--- src/rtl/fetch_unit_pkg.sv ---
// Shared defaults and sizing helpers for the instruction fetch stage.
package fetch_unit_pkg;

    localparam int unsigned PC_WIDTH_DEF    = 32;
    localparam int unsigned INST_WIDTH_DEF  = 32;
    localparam int unsigned FETCH_DEPTH_DEF = 2;
    localparam logic [31:0] RESET_ADDR_DEF  = 32'h0000_0000;
    localparam int unsigned INST_BYTES      = 4;

    // Counter width able to hold 0..depth inclusive.
    function automatic int unsigned cnt_width(input int unsigned depth);
        return (depth > 0) ? $clog2(depth + 1) : 1;
    endfunction

    function automatic int unsigned ptr_width(input int unsigned depth);
        return (depth > 1) ? $clog2(depth) : 1;
    endfunction

endpackage

--- src/rtl/fetch_fifo.sv ---
// Synchronous FIFO with a registered head (dout always shows the oldest entry).
module fetch_fifo
    import fetch_unit_pkg::*;
#(
    parameter int unsigned WIDTH = 32,
    parameter int unsigned DEPTH = 2
) (
    input  logic                         clk,
    input  logic                         rst,
    input  logic                         push_i,
    input  logic                         pop_i,
    input  logic                         flush_i,
    input  logic [WIDTH-1:0]             din_i,
    output logic [WIDTH-1:0]             dout_o,
    output logic                         empty_o,
    output logic                         full_o,
    output logic [$clog2(DEPTH+1)-1:0]   count_o
);

    localparam int unsigned CNT_W = cnt_width(DEPTH);
    localparam int unsigned PTR_W = ptr_width(DEPTH);

    logic [WIDTH-1:0] mem_q [DEPTH];
    logic [PTR_W-1:0] wr_ptr_q, wr_ptr_d;
    logic [PTR_W-1:0] rd_ptr_q, rd_ptr_d;
    logic [CNT_W-1:0] count_q, count_d;
    logic [WIDTH-1:0] dout_q, dout_d;
    logic             do_push;
    logic             do_pop;

    function automatic logic [PTR_W-1:0] ptr_inc(input logic [PTR_W-1:0] p);
        return (p == PTR_W'(DEPTH - 1)) ? '0 : p + PTR_W'(1);
    endfunction

    // A push into a full FIFO is accepted only when the same cycle pops.
    assign do_pop  = pop_i && (count_q != '0);
    assign do_push = push_i && ((count_q != CNT_W'(DEPTH)) || do_pop);

    always_comb begin
        wr_ptr_d = wr_ptr_q;
        rd_ptr_d = rd_ptr_q;
        count_d  = count_q;
        dout_d   = dout_q;
        if (flush_i) begin
            wr_ptr_d = '0;
            rd_ptr_d = '0;
            count_d  = '0;
        end else begin
            if (do_push) wr_ptr_d = ptr_inc(wr_ptr_q);
            if (do_pop)  rd_ptr_d = ptr_inc(rd_ptr_q);
            count_d = count_q + CNT_W'(do_push) - CNT_W'(do_pop);
            // Head comes straight from din when the queue would otherwise be empty.
            if ((count_q - CNT_W'(do_pop)) == CNT_W'(0)) dout_d = din_i;
            else                                          dout_d = mem_q[rd_ptr_d];
        end
    end

    always_ff @(posedge clk) begin
        if (do_push && !flush_i) mem_q[wr_ptr_q] <= din_i;
    end

    always_ff @(posedge clk or negedge rst) begin
        if (!rst) begin
            wr_ptr_q <= '0;
            rd_ptr_q <= '0;
            count_q  <= '0;
            dout_q   <= '0;
        end else begin
            wr_ptr_q <= wr_ptr_d;
            rd_ptr_q <= rd_ptr_d;
            count_q  <= count_d;
            dout_q   <= dout_d;
        end
    end

    assign dout_o  = dout_q;
    assign empty_o = (count_q == '0);
    assign full_o  = (count_q == CNT_W'(DEPTH));
    assign count_o = count_q;

endmodule

--- src/rtl/fetch_unit.sv ---
// Instruction fetch: PC generation, credit-limited bus requests, in-order
// response buffering and redirect squashing ahead of the decoder.
module fetch_unit
    import fetch_unit_pkg::*;
#(
    parameter int unsigned         PC_WIDTH   = PC_WIDTH_DEF,
    parameter int unsigned         INST_WIDTH = INST_WIDTH_DEF,
    parameter logic [PC_WIDTH-1:0] RESET_ADDR = PC_WIDTH'(RESET_ADDR_DEF),
    parameter int unsigned         DEPTH      = FETCH_DEPTH_DEF
) (
    input  logic                  clk,
    input  logic                  rst,
    output logic                  ir_addr_valid,
    input  logic                  ir_addr_ready,
    output logic [PC_WIDTH-1:0]   ir_addr,
    input  logic                  ir_data_valid,
    output logic                  ir_data_ready,
    input  logic [INST_WIDTH-1:0] ir_data,
    output logic                  inst_valid,
    input  logic                  inst_ready,
    output logic [INST_WIDTH-1:0] inst,
    output logic [PC_WIDTH-1:0]   inst_pc,
    input  logic                  redirect,
    input  logic [PC_WIDTH-1:0]   redirect_pc
);

    localparam int unsigned CNT_W = cnt_width(DEPTH);
    localparam int unsigned OCC_W = CNT_W + 1;

    typedef struct packed {
        logic [PC_WIDTH-1:0]   pc;
        logic [INST_WIDTH-1:0] inst;
    } fetch_entry_t;

    logic [PC_WIDTH-1:0] pc_next_q, pc_next_d;
    logic [PC_WIDTH-1:0] redirect_pc_q, redirect_pc_d;
    logic [CNT_W-1:0]    inflight_q, inflight_d;
    logic [CNT_W-1:0]    kill_q, kill_d;
    logic                redirect_pending_q, redirect_pending_d;
    logic                issue_en_q;

    logic [PC_WIDTH-1:0] target;
    logic [OCC_W-1:0]    occupancy;
    logic                credit_ok;
    logic                addr_hs;
    logic                resp_ok;
    logic                resp_keep;
    logic                inst_pop;
    logic                unused_redirect_lsb;

    fetch_entry_t        push_entry;
    fetch_entry_t        head_entry;
    logic                fifo_empty, fifo_full;
    logic [CNT_W-1:0]    fifo_count;
    logic [PC_WIDTH-1:0] pcq_head;
    logic                pcq_empty, pcq_full;
    logic [CNT_W-1:0]    pcq_count;

    assign target              = {redirect_pc[PC_WIDTH-1:2], 2'b00};
    assign unused_redirect_lsb = ^redirect_pc[1:0];

    // A slot being consumed this cycle is already free for a new request; once
    // valid rises the occupancy can only shrink, so the request never drops.
    assign inst_pop      = inst_valid && inst_ready;
    assign occupancy     = OCC_W'(inflight_q) + OCC_W'(fifo_count) - OCC_W'(inst_pop);
    assign credit_ok     = occupancy < OCC_W'(DEPTH);
    assign ir_addr_valid = issue_en_q && (redirect_pending_q || credit_ok);
    assign ir_addr       = pc_next_q;
    assign ir_data_ready = 1'b1;

    assign addr_hs   = ir_addr_valid && ir_addr_ready;
    assign resp_ok   = ir_data_valid && !pcq_empty;
    assign resp_keep = resp_ok && (kill_q == '0) && !redirect;

    assign push_entry = '{pc: pcq_head, inst: ir_data};

    always_comb begin
        pc_next_d          = pc_next_q;
        redirect_pc_d      = redirect_pc_q;
        redirect_pending_d = redirect_pending_q;
        inflight_d         = inflight_q + CNT_W'(addr_hs) - CNT_W'(resp_ok);
        kill_d             = kill_q;

        if (resp_ok && (kill_q != '0)) kill_d = kill_q - CNT_W'(1);

        if (addr_hs) begin
            if (redirect_pending_q) begin
                // The held request belongs to the squashed stream.
                pc_next_d          = redirect_pc_q;
                kill_d             = kill_d + CNT_W'(1);
                redirect_pending_d = 1'b0;
            end else begin
                pc_next_d = pc_next_q + PC_WIDTH'(INST_BYTES);
            end
        end

        // Everything still outstanding after this cycle is stale.
        if (redirect) begin
            kill_d = inflight_d;
            if (ir_addr_valid && !ir_addr_ready) begin
                redirect_pending_d = 1'b1;
                redirect_pc_d      = target;
            end else begin
                redirect_pending_d = 1'b0;
                pc_next_d          = target;
            end
        end
    end

    always_ff @(posedge clk or negedge rst) begin
        if (!rst) begin
            pc_next_q          <= RESET_ADDR;
            redirect_pc_q      <= RESET_ADDR;
            inflight_q         <= '0;
            kill_q             <= '0;
            redirect_pending_q <= 1'b0;
            issue_en_q         <= 1'b0;
        end else begin
            pc_next_q          <= pc_next_d;
            redirect_pc_q      <= redirect_pc_d;
            inflight_q         <= inflight_d;
            kill_q             <= kill_d;
            redirect_pending_q <= redirect_pending_d;
            issue_en_q         <= 1'b1;
        end
    end

    // Addresses of accepted requests, matched to responses in order.
    fetch_fifo #(
        .WIDTH (PC_WIDTH),
        .DEPTH (DEPTH)
    ) u_pc_queue (
        .clk     (clk),
        .rst     (rst),
        .push_i  (addr_hs),
        .pop_i   (resp_ok),
        .flush_i (1'b0),
        .din_i   (pc_next_q),
        .dout_o  (pcq_head),
        .empty_o (pcq_empty),
        .full_o  (pcq_full),
        .count_o (pcq_count)
    );

    fetch_fifo #(
        .WIDTH ($bits(fetch_entry_t)),
        .DEPTH (DEPTH)
    ) u_inst_fifo (
        .clk     (clk),
        .rst     (rst),
        .push_i  (resp_keep),
        .pop_i   (inst_pop),
        .flush_i (redirect),
        .din_i   (push_entry),
        .dout_o  (head_entry),
        .empty_o (fifo_empty),
        .full_o  (fifo_full),
        .count_o (fifo_count)
    );

    assign inst_valid = !fifo_empty;
    assign inst       = head_entry.inst;
    assign inst_pc    = head_entry.pc;

    a_resp_expected: assert property (@(posedge clk) disable iff (!rst)
        ir_data_valid |-> !pcq_empty);
    a_inflight_track: assert property (@(posedge clk) disable iff (!rst)
        pcq_count == inflight_q);
    a_kill_bound: assert property (@(posedge clk) disable iff (!rst)
        kill_q <= inflight_q);
    a_pcq_space: assert property (@(posedge clk) disable iff (!rst)
        addr_hs |-> (!pcq_full || resp_ok));
    a_fifo_space: assert property (@(posedge clk) disable iff (!rst)
        (resp_keep && fifo_full) |-> inst_pop);

endmodule

--- config.mk ---
export PLATFORM = sky130hd
export DESIGN_NAME = fetch_unit
export DESIGN_NICKNAME = d
export VERILOG_FILES = /design/src/rtl/fetch_unit_pkg.sv /design/src/rtl/fetch_fifo.sv /design/src/rtl/fetch_unit.sv
export SDC_FILE = /design/constraint.sdc
export NUM_CORES = 1
export LEC_CHECK = 0
export ABC_AREA = 1
export CAP_MARGIN = 20
export CORE_MARGIN = 2
export CORE_UTILIZATION = 55
export CTS_CLUSTER_SIZE = 12
export DETAILED_ROUTE_END_ITERATION = 8
export PLACE_DENSITY = 0.78
export SLEW_MARGIN = 15
export SYNTH_ARGS = -nofsm -noshare
export SYNTH_HDL_FRONTEND = slang
export SYNTH_SLANG_ARGS = --single-unit
--- constraint.sdc ---
create_clock -name clk -period 4.4 [get_ports clk]
set_input_delay 1.1 -clock clk [delete_from_list [all_inputs] [get_ports clk]]
set_output_delay 1.1 -clock clk [all_outputs]
set_load 0.1 [all_outputs]
# --- Word-level counts from Yosys, hierarchy flattened ---
# Memories as Yosys holds them, arrays and structs flattened.
# Index checks and enable logic that the tools add are counted.
word_totals:
  reg_bits: 172
  ram_bits: 192
  memories: 2
  out_inout_bits: 99
  in_bits: 70
  wordCells: 95
op_classes:
  order_cmp: 1
  n_mux: 28
  addsub: 17
  eq_ne: 2
  reduce_logical: 31
memory_table:
  columns: ["name", "depth", "word_bits", "read_ports", "rd_clocked_by_memory_dff", "wr", "line_no", "source"]
  rows:
  - ["u_inst_fifo.mem_q", 2, 64, 1, 0, 1, "fetch_fifo.sv:23", "logic [WIDTH-1:0] mem_q [DEPTH];"]
  - ["u_pc_queue.mem_q", 2, 32, 1, 0, 1, "fetch_fifo.sv:23", null]
ops:
  columns: ["op", "n"]
  rows:
  - ["$mux 32", 5]
  - ["$mux 64", 1]
  - ["$add 32x3->32 const B", 1]
  - ["$mux 1", 17]
  - ["$logic_and 1x1->1", 13]
  - ["$logic_not 2->1", 5]
  - ["$mux 2", 5]
  - ["$reduce_bool 2->1", 5]
  - ["$sub 2x1->2", 5]
  - ["$add 2x1->2", 3]
  - ["$add 1x1->1 const B", 4]
  - ["$logic_not 1->1", 4]
  - ["$ne 2x2->1 const B", 2]
  - ["$add 2x2->3", 1]
  - ["$logic_or 1x1->1", 3]
  - ["$lt 3x2->1 const B", 1]
  - ["$sub 3x1->3", 1]
  - ["$add 2x1->2 const B", 1]
  - ["$reduce_and 2->1", 1]
  - ["$sub 2x1->2 const B", 1]

# --- Longest topological paths before layout ---
depth:
  ltp_word: 11
  ltp_mapped: 21
  ltp_nobuf: 20

# --- By module ---
# A second synthesis with hierarchy kept.
hier_totals:
  hier_cells: 1840
  area_unflattened_um2: 17359.1
modules_own_cells:
  columns: ["mod", "cells_per_inst", "seq_area_each_um2", "area_each_um2", "instances"]
  rows:
  - ["fetch_fifo (u_inst_fifo)", 794, 5545.3, 8326.7, 1]
  - ["fetch_fifo (u_pc_queue)", 414, 2822.7, 4703.3, 1]
  - ["fetch_unit", 632, 1701.6, 4329.2, 1]

# --- Least setup slack after synthesis ---
# No wires, ideal clock.
synth_path:
  path_kind: "input-to-reg"
  start: "input redirect"
  end: "memory u_inst_fifo.mem_q[0][0] (netlist bit), enable pin"
  arrival_time_ns: 4.234
  setup_ns: 0.487
  path_stages: 4
  t_required_ns: 3.913
  n_path_buf: 1
  setup_slack_ns: -0.320
  path_cell_list: "buf_2 > inv_2 > nand4_1 > nor2_1"
synth_via:
  elab_chain_cells: 6
synth_rtl:
  columns: ["element", "line_no", "source"]
  rows:
  - ["start, declared", "fetch_unit.sv:23", "input logic redirect,"]
  - ["$logic_not 1->1 (*)", "fetch_fifo.sv:59, fetch_unit.sv:73", null]
  - ["$logic_and 1x1->1", "fetch_unit.sv:73", "assign resp_keep = resp_ok && (kill_q == '0) && !redirect;"]
  - ["$logic_and 1x1->1", "fetch_fifo.sv:37", "assign do_push = push_i && ((count_q != CNT_W'(DEPTH)) || do_pop);"]
  - ["$logic_and 1x1->1 (*)", "fetch_fifo.sv:59", "if (do_push && !flush_i) mem_q[wr_ptr_q] <= din_i;"]
  - ["$mux 1 (*)", "fetch_fifo.sv:59", null]
  - ["$mux 1 (implied by the code) (*)", "fetch_fifo.sv:59", null]
  - ["end, declared", "fetch_fifo.sv:23", null]
# Mark *: on every way between the ends. The rest lies on a longest branch, timed or not.

# --- Final worst setup path ---
layout_path:
  start: "input inst_ready"
  end: "output ir_addr_valid"
layout_via:
  elab_chain_cells: 5
layout_rtl:
  columns: ["element", "line_no", "source"]
  rows:
  - ["start, declared", "fetch_unit.sv:20", "input logic inst_ready,"]
  - ["$logic_and 1x1->1", "fetch_unit.sv:64", "assign inst_pop = inst_valid && inst_ready;"]
  - ["$sub 3x1->3", "fetch_unit.sv:65", "assign occupancy = OCC_W'(inflight_q) + OCC_W'(fifo_count) - OCC_W'(inst_pop);"]
  - ["$lt 3x2->1", "fetch_unit.sv:66", "assign credit_ok = occupancy < OCC_W'(DEPTH);"]
  - ["$logic_or 1x1->1", "fetch_unit.sv:67", "assign ir_addr_valid = issue_en_q && (redirect_pending_q || credit_ok);"]
  - ["$logic_and 1x1->1", "fetch_unit.sv:67", null]
  - ["end, declared", "fetch_unit.sv:13", "output logic ir_addr_valid,"]
# No other way between the ends.

==> out/results.txt <==
At the pin with the least slew margin, the transition time is 1.05 ns. For this block, the initial DRC count from the detailed router was 1,265. The final setup slack of the worst path was 0.361 ns; the total negative slack was 0 ns. The H-tree was split into 2 levels.

Number of hold-slack violations in the final timing report: 0. The worst setup path is captured at an output pin. The multi-input logic area came out at 4650 um^2. The run gives 3 as the number of buffers between clock root and the deepest sink. Dividing the synthesized area by the synthesized cell count gives 9.92 um^2. TritonCTS built the clock tree.

Insertion delay of the later-clocked pin in the worst-skew pair: 0.52 ns. On the critical path the largest part of the delay comes from adder cells. The number of DRC violations after detailed routing came out at 0.

The top layer used by detailed routing is met4. For this run, the leading register cell type out of synthesis is sky130_fd_sc_hd__edfxtp_1. The most frequent cell after synthesis was sky130_fd_sc_hd__nand2_1. The path class of the tightest hold or removal check is reg2reg. The count of buffering cells on the critical path with inverters included is 5, and the CTS buffer count is 39. 0 antenna diodes ended up in the layout. For the worst-case hold slack, the log shows 0.474 ns.

The floorplan step set the die height to 173 um. After synthesis, the cell types taking the most area are sky130_fd_sc_hd__edfxtp_1 37%, sky130_fd_sc_hd__dfrtp_1 27%, sky130_fd_sc_hd__nand2_1 8.4%. The number of nets in the finished design came out at 1,826. The first TritonRoute pass finished after 6 iterations.

Entering global routing, the biggest net connects 78 pins. The floorplan step defined a die boundary enclosing 30,000 um^2. The core region is 28,000 um^2.

In this run, post-CTS hold repair placed 0 buffers. The via density per instance came out at 5.46. Summing the sequential cell areas from Yosys gives 63.9% of the chip area. Of all cell types, the one taking the most synthesized area is sky130_fd_sc_hd__edfxtp_1. STA classifies the critical path startpoint as an input port.

The delay of the slowest cell on the worst path is 0.48 ns, and the placed instance count is 2,082. The average wire per standard cell came out at 17.3 um. The die is 173 um wide. The area share of the leading cell type in the synthesized netlist is 36.6%, and the post-synthesis instance total is 1,589. In the final layout, flip-flops and latches occupy 10,100 um^2. For the final instance count without filler cells, the log shows 2,151. For the total standard cell area after synthesis, the log shows 15,800 um^2. The routed layout has 11,734 vias. The run gives 0 as the final setup violation count.

The initial utilization of the core area, before any placement, comes to 56.3%. The clock period minus worst slack is 4.04 ns. Setup repair after global routing left no endpoint under its margin. Across the run, the number of max-cap violations was 0. Count of distinct cell types in the synthesized netlist: 35. Standard cell with the maximum stage delay on the critical path: sky130_fd_sc_hd__fa_1. Of the available clock period, the critical path in the final layout requires 91.8%. After clock tree synthesis, the setup repair step added 0 buffers.

Summed over all layers, the routed wires come to 37,200 um. The signal on the critical path passes through dlymetal6s2s_1 > nand2_4 > inv_1 > ha_1 > inv_1 > nand2_1 > fa_1 > nand3_1 > nand2_2 > nand2_1 > inv_2 > buf_12. After clock tree synthesis, the clock-pin slew on the worst setup and hold paths is 0.06 ns. Once detailed placement completed, the half-perimeter wirelength came to 23,000 um.

The proportion of layout cells with a drive suffix above 1 works out to 6.43%. The count of flip-flops with a built-in enable after synthesis was 192. The overall overflow remaining after global route is 0, and the met1 routed wirelength after detailed routing is 16,100 um. The fraction of registers with async set/reset is 47.3%, and the arrival time reported for the critical path endpoint is 2.94 ns.

The logs give 3.30 ns for the required time at the worst-slack endpoint and 0 for the initial antenna violation count. Clock skew on the completed layout was measured at 0.0137 ns. The run finished with clean final reports. The maximum fanout count along the critical path was 3; the remaining number of nets flagged by the antenna check after routing was 0. The Yosys step of the flow raised 0 warnings. The floorplan has 61 rows. For this design the top-level I/O count stands at 169. Synthesis inferred 364 register bits. The via count of the first global-routing pass was 11,592; the global-route total usage across every layer was 25.0%. The layout has 2,067 filler cells.

The area overhead of the layout relative to synthesis was 20.5%. The routability-driven placement congestion ratio came out at 0.892. By count the netlist is led by 354 x sky130_fd_sc_hd__nand2_1, 221 x sky130_fd_sc_hd__nor2_1, 192 x sky130_fd_sc_hd__edfxtp_1.

Wire segments on met2 add up to 17,800 um in the final route. For the worst setup slack after placement, the log shows 0.0592 ns. The worst setup path is of the in2out kind.

The run gives 0 as the number of max-slew violations in the final report. The met3 wire length came out at 2410 um. CTS placed an instance of sky130_fd_sc_hd__clkbuf_16 at the clock tree root. The total clock sinks was 364; the first-pass GRT wire length was 60,300 um.

Port buffering added 165 buffers. For the highest achievable clock rate, the log shows 248 MHz. The tools report the worst slew margin relative to its limit as 29.5%.
[per-layer routing]
metal  GRT usage [%]  vias up
li1                -     5578
met1            35.1     5660
met2            41.1      425
met3            3.31       71
met4            7.84        0
met5               0        -
[worst paths after layout]
path / endpoint / start / slack (ns) / cells after the start
worst min-delay path: u_inst_fifo.mem_q[1][58] / u_pc_queue.dout_o[26] / 0.47 / 0
worst max register to register: redirect_pc_q[19] / u_inst_fifo.count_o[1] / 1.32 / 17
max in group asynchronous: ir_addr[8] / rst / 2.89 / 2
min in group asynchronous: u_inst_fifo.dout_o[5] / rst / 0.64 / 1
worst max-delay path: ir_addr_valid / inst_ready / 0.36 / 12
worst min register to register: u_inst_fifo.mem_q[1][58] / u_pc_queue.dout_o[26] / 0.47 / 0
[worst reg2reg max path, stage by stage, from the launching register on]
cell,delay [ns]
sky130_fd_sc_hd__dfrtp_1,0.40
sky130_fd_sc_hd__inv_2,0.12
sky130_fd_sc_hd__nand2_4,0.06
sky130_fd_sc_hd__nand2_4,0.08
sky130_fd_sc_hd__inv_1,0.06
sky130_fd_sc_hd__ha_1,0.29
sky130_fd_sc_hd__inv_1,0.09
sky130_fd_sc_hd__nand2_1,0.07
sky130_fd_sc_hd__fa_1,0.48
sky130_fd_sc_hd__nand3_1,0.11
sky130_fd_sc_hd__nand2_2,0.11
sky130_fd_sc_hd__nand2_1,0.10
sky130_fd_sc_hd__inv_2,0.10
sky130_fd_sc_hd__buf_4,0.13
sky130_fd_sc_hd__nand3_2,0.29
sky130_fd_sc_hd__buf_12,0.30
sky130_fd_sc_hd__nand2_1,0.09
sky130_fd_sc_hd__o21ai_0,0.07
[cell type report]
| class | instances | area share, % |
|---|---|---|
| Inverter | 168 | 3.32 |
| Clock inverter | 9 | 0.402 |
| Tap cell | 378 | 2.49 |
| Sequential cell | 364 | 53.0 |
| Clock buffer | 60 | 5.71 |
| Multi-Input combinational cell | 979 | 24.5 |
| Timing Repair Buffer | 193 | 10.5 |
[metrics by stage]
stage	util [%]	area (um^2)
2_1_floorplan	-	15800
3_3_place_gp	63.6	17800
3_5_place_dp	63.6	17800
4_1_cts	67.8	19000
5_1_grt	67.8	19000
6_report	67.8	19000
[repair_timing]
action / 4_1_cts / 5_1_grt
gates resized for setup: 0 / 1
setup endpoints to repair: 0 / 1
hold endpoints to repair: 0 / 0
[state kept, by name (all words and copies together) (netlist names)]
name and count:
u_inst_fifo.mem_q 128, u_inst_fifo.dout_o 64, u_pc_queue.mem_q 64, ir_addr 32, u_pc_queue.dout_o 32, redirect_pc_q 30
inflight_q 2, kill_q 2, u_inst_fifo.count_o 2, u_pc_queue.count_o 2, issue_en_q 1, redirect_pending_q 1
u_inst_fifo.rd_ptr_q 1, u_inst_fifo.wr_ptr_q 1, u_pc_queue.rd_ptr_q 1, u_pc_queue.wr_ptr_q 1
[cells by family (layout without fill, tap and decap cells)]
| family | count (synthesis) | in the layout | share of synthesized area, % |
|---|---|---|---|
| AO/OA/AOI/OAI | 302 | 302 | 11.0 |
| XOR/XNOR | 14 | 14 | 0.826 |
| adder cells (fa/ha/maj) | 11 | 11 | 0.921 |
| buffers and inverters | 247 | 430 | 6.85 |
| flip-flops | 364 | 364 | 63.9 |
| other | 1 | 2 | 0.0238 |
| AND/OR/NAND/NOR | 650 | 650 | 16.5 |
[placed cells by master (no fill, tap or decap), types with 2 or more instances in the layout]
master / count
sky130_fd_sc_hd__nand2_2: 6
sky130_fd_sc_hd__nand2_4: 2
sky130_fd_sc_hd__clkinv_1: 2
sky130_fd_sc_hd__clkdlybuf4s50_1: 161
sky130_fd_sc_hd__conb_1: 2
sky130_fd_sc_hd__o21bai_1: 2
sky130_fd_sc_hd__a31oi_1: 39
sky130_fd_sc_hd__buf_12: 11
sky130_fd_sc_hd__nand3_1: 49
sky130_fd_sc_hd__clkbuf_16: 39
sky130_fd_sc_hd__inv_1: 161
sky130_fd_sc_hd__clkinv_2: 3
sky130_fd_sc_hd__nor2_1: 216
sky130_fd_sc_hd__clkbuf_1: 18
sky130_fd_sc_hd__ha_1: 10
sky130_fd_sc_hd__nor2_2: 9
sky130_fd_sc_hd__dfrtp_1: 172
sky130_fd_sc_hd__o21ai_0: 41
sky130_fd_sc_hd__o211ai_1: 65
sky130_fd_sc_hd__o21ai_1: 6
sky130_fd_sc_hd__inv_2: 7
sky130_fd_sc_hd__nand2_1: 353
sky130_fd_sc_hd__nand3_2: 4
sky130_fd_sc_hd__xnor2_1: 5
sky130_fd_sc_hd__nor2_4: 3
sky130_fd_sc_hd__buf_4: 18
sky130_fd_sc_hd__nand4_1: 4
sky130_fd_sc_hd__a21oi_1: 147
sky130_fd_sc_hd__edfxtp_1: 192
sky130_fd_sc_hd__clkbuf_8: 3
sky130_fd_sc_hd__xor2_1: 8
sky130_fd_sc_hd__nand3b_1: 2
Power is left out: the tool's default activity adds up to more than one toggle a clock period on the data nets, which glitch-free logic cannot reach.
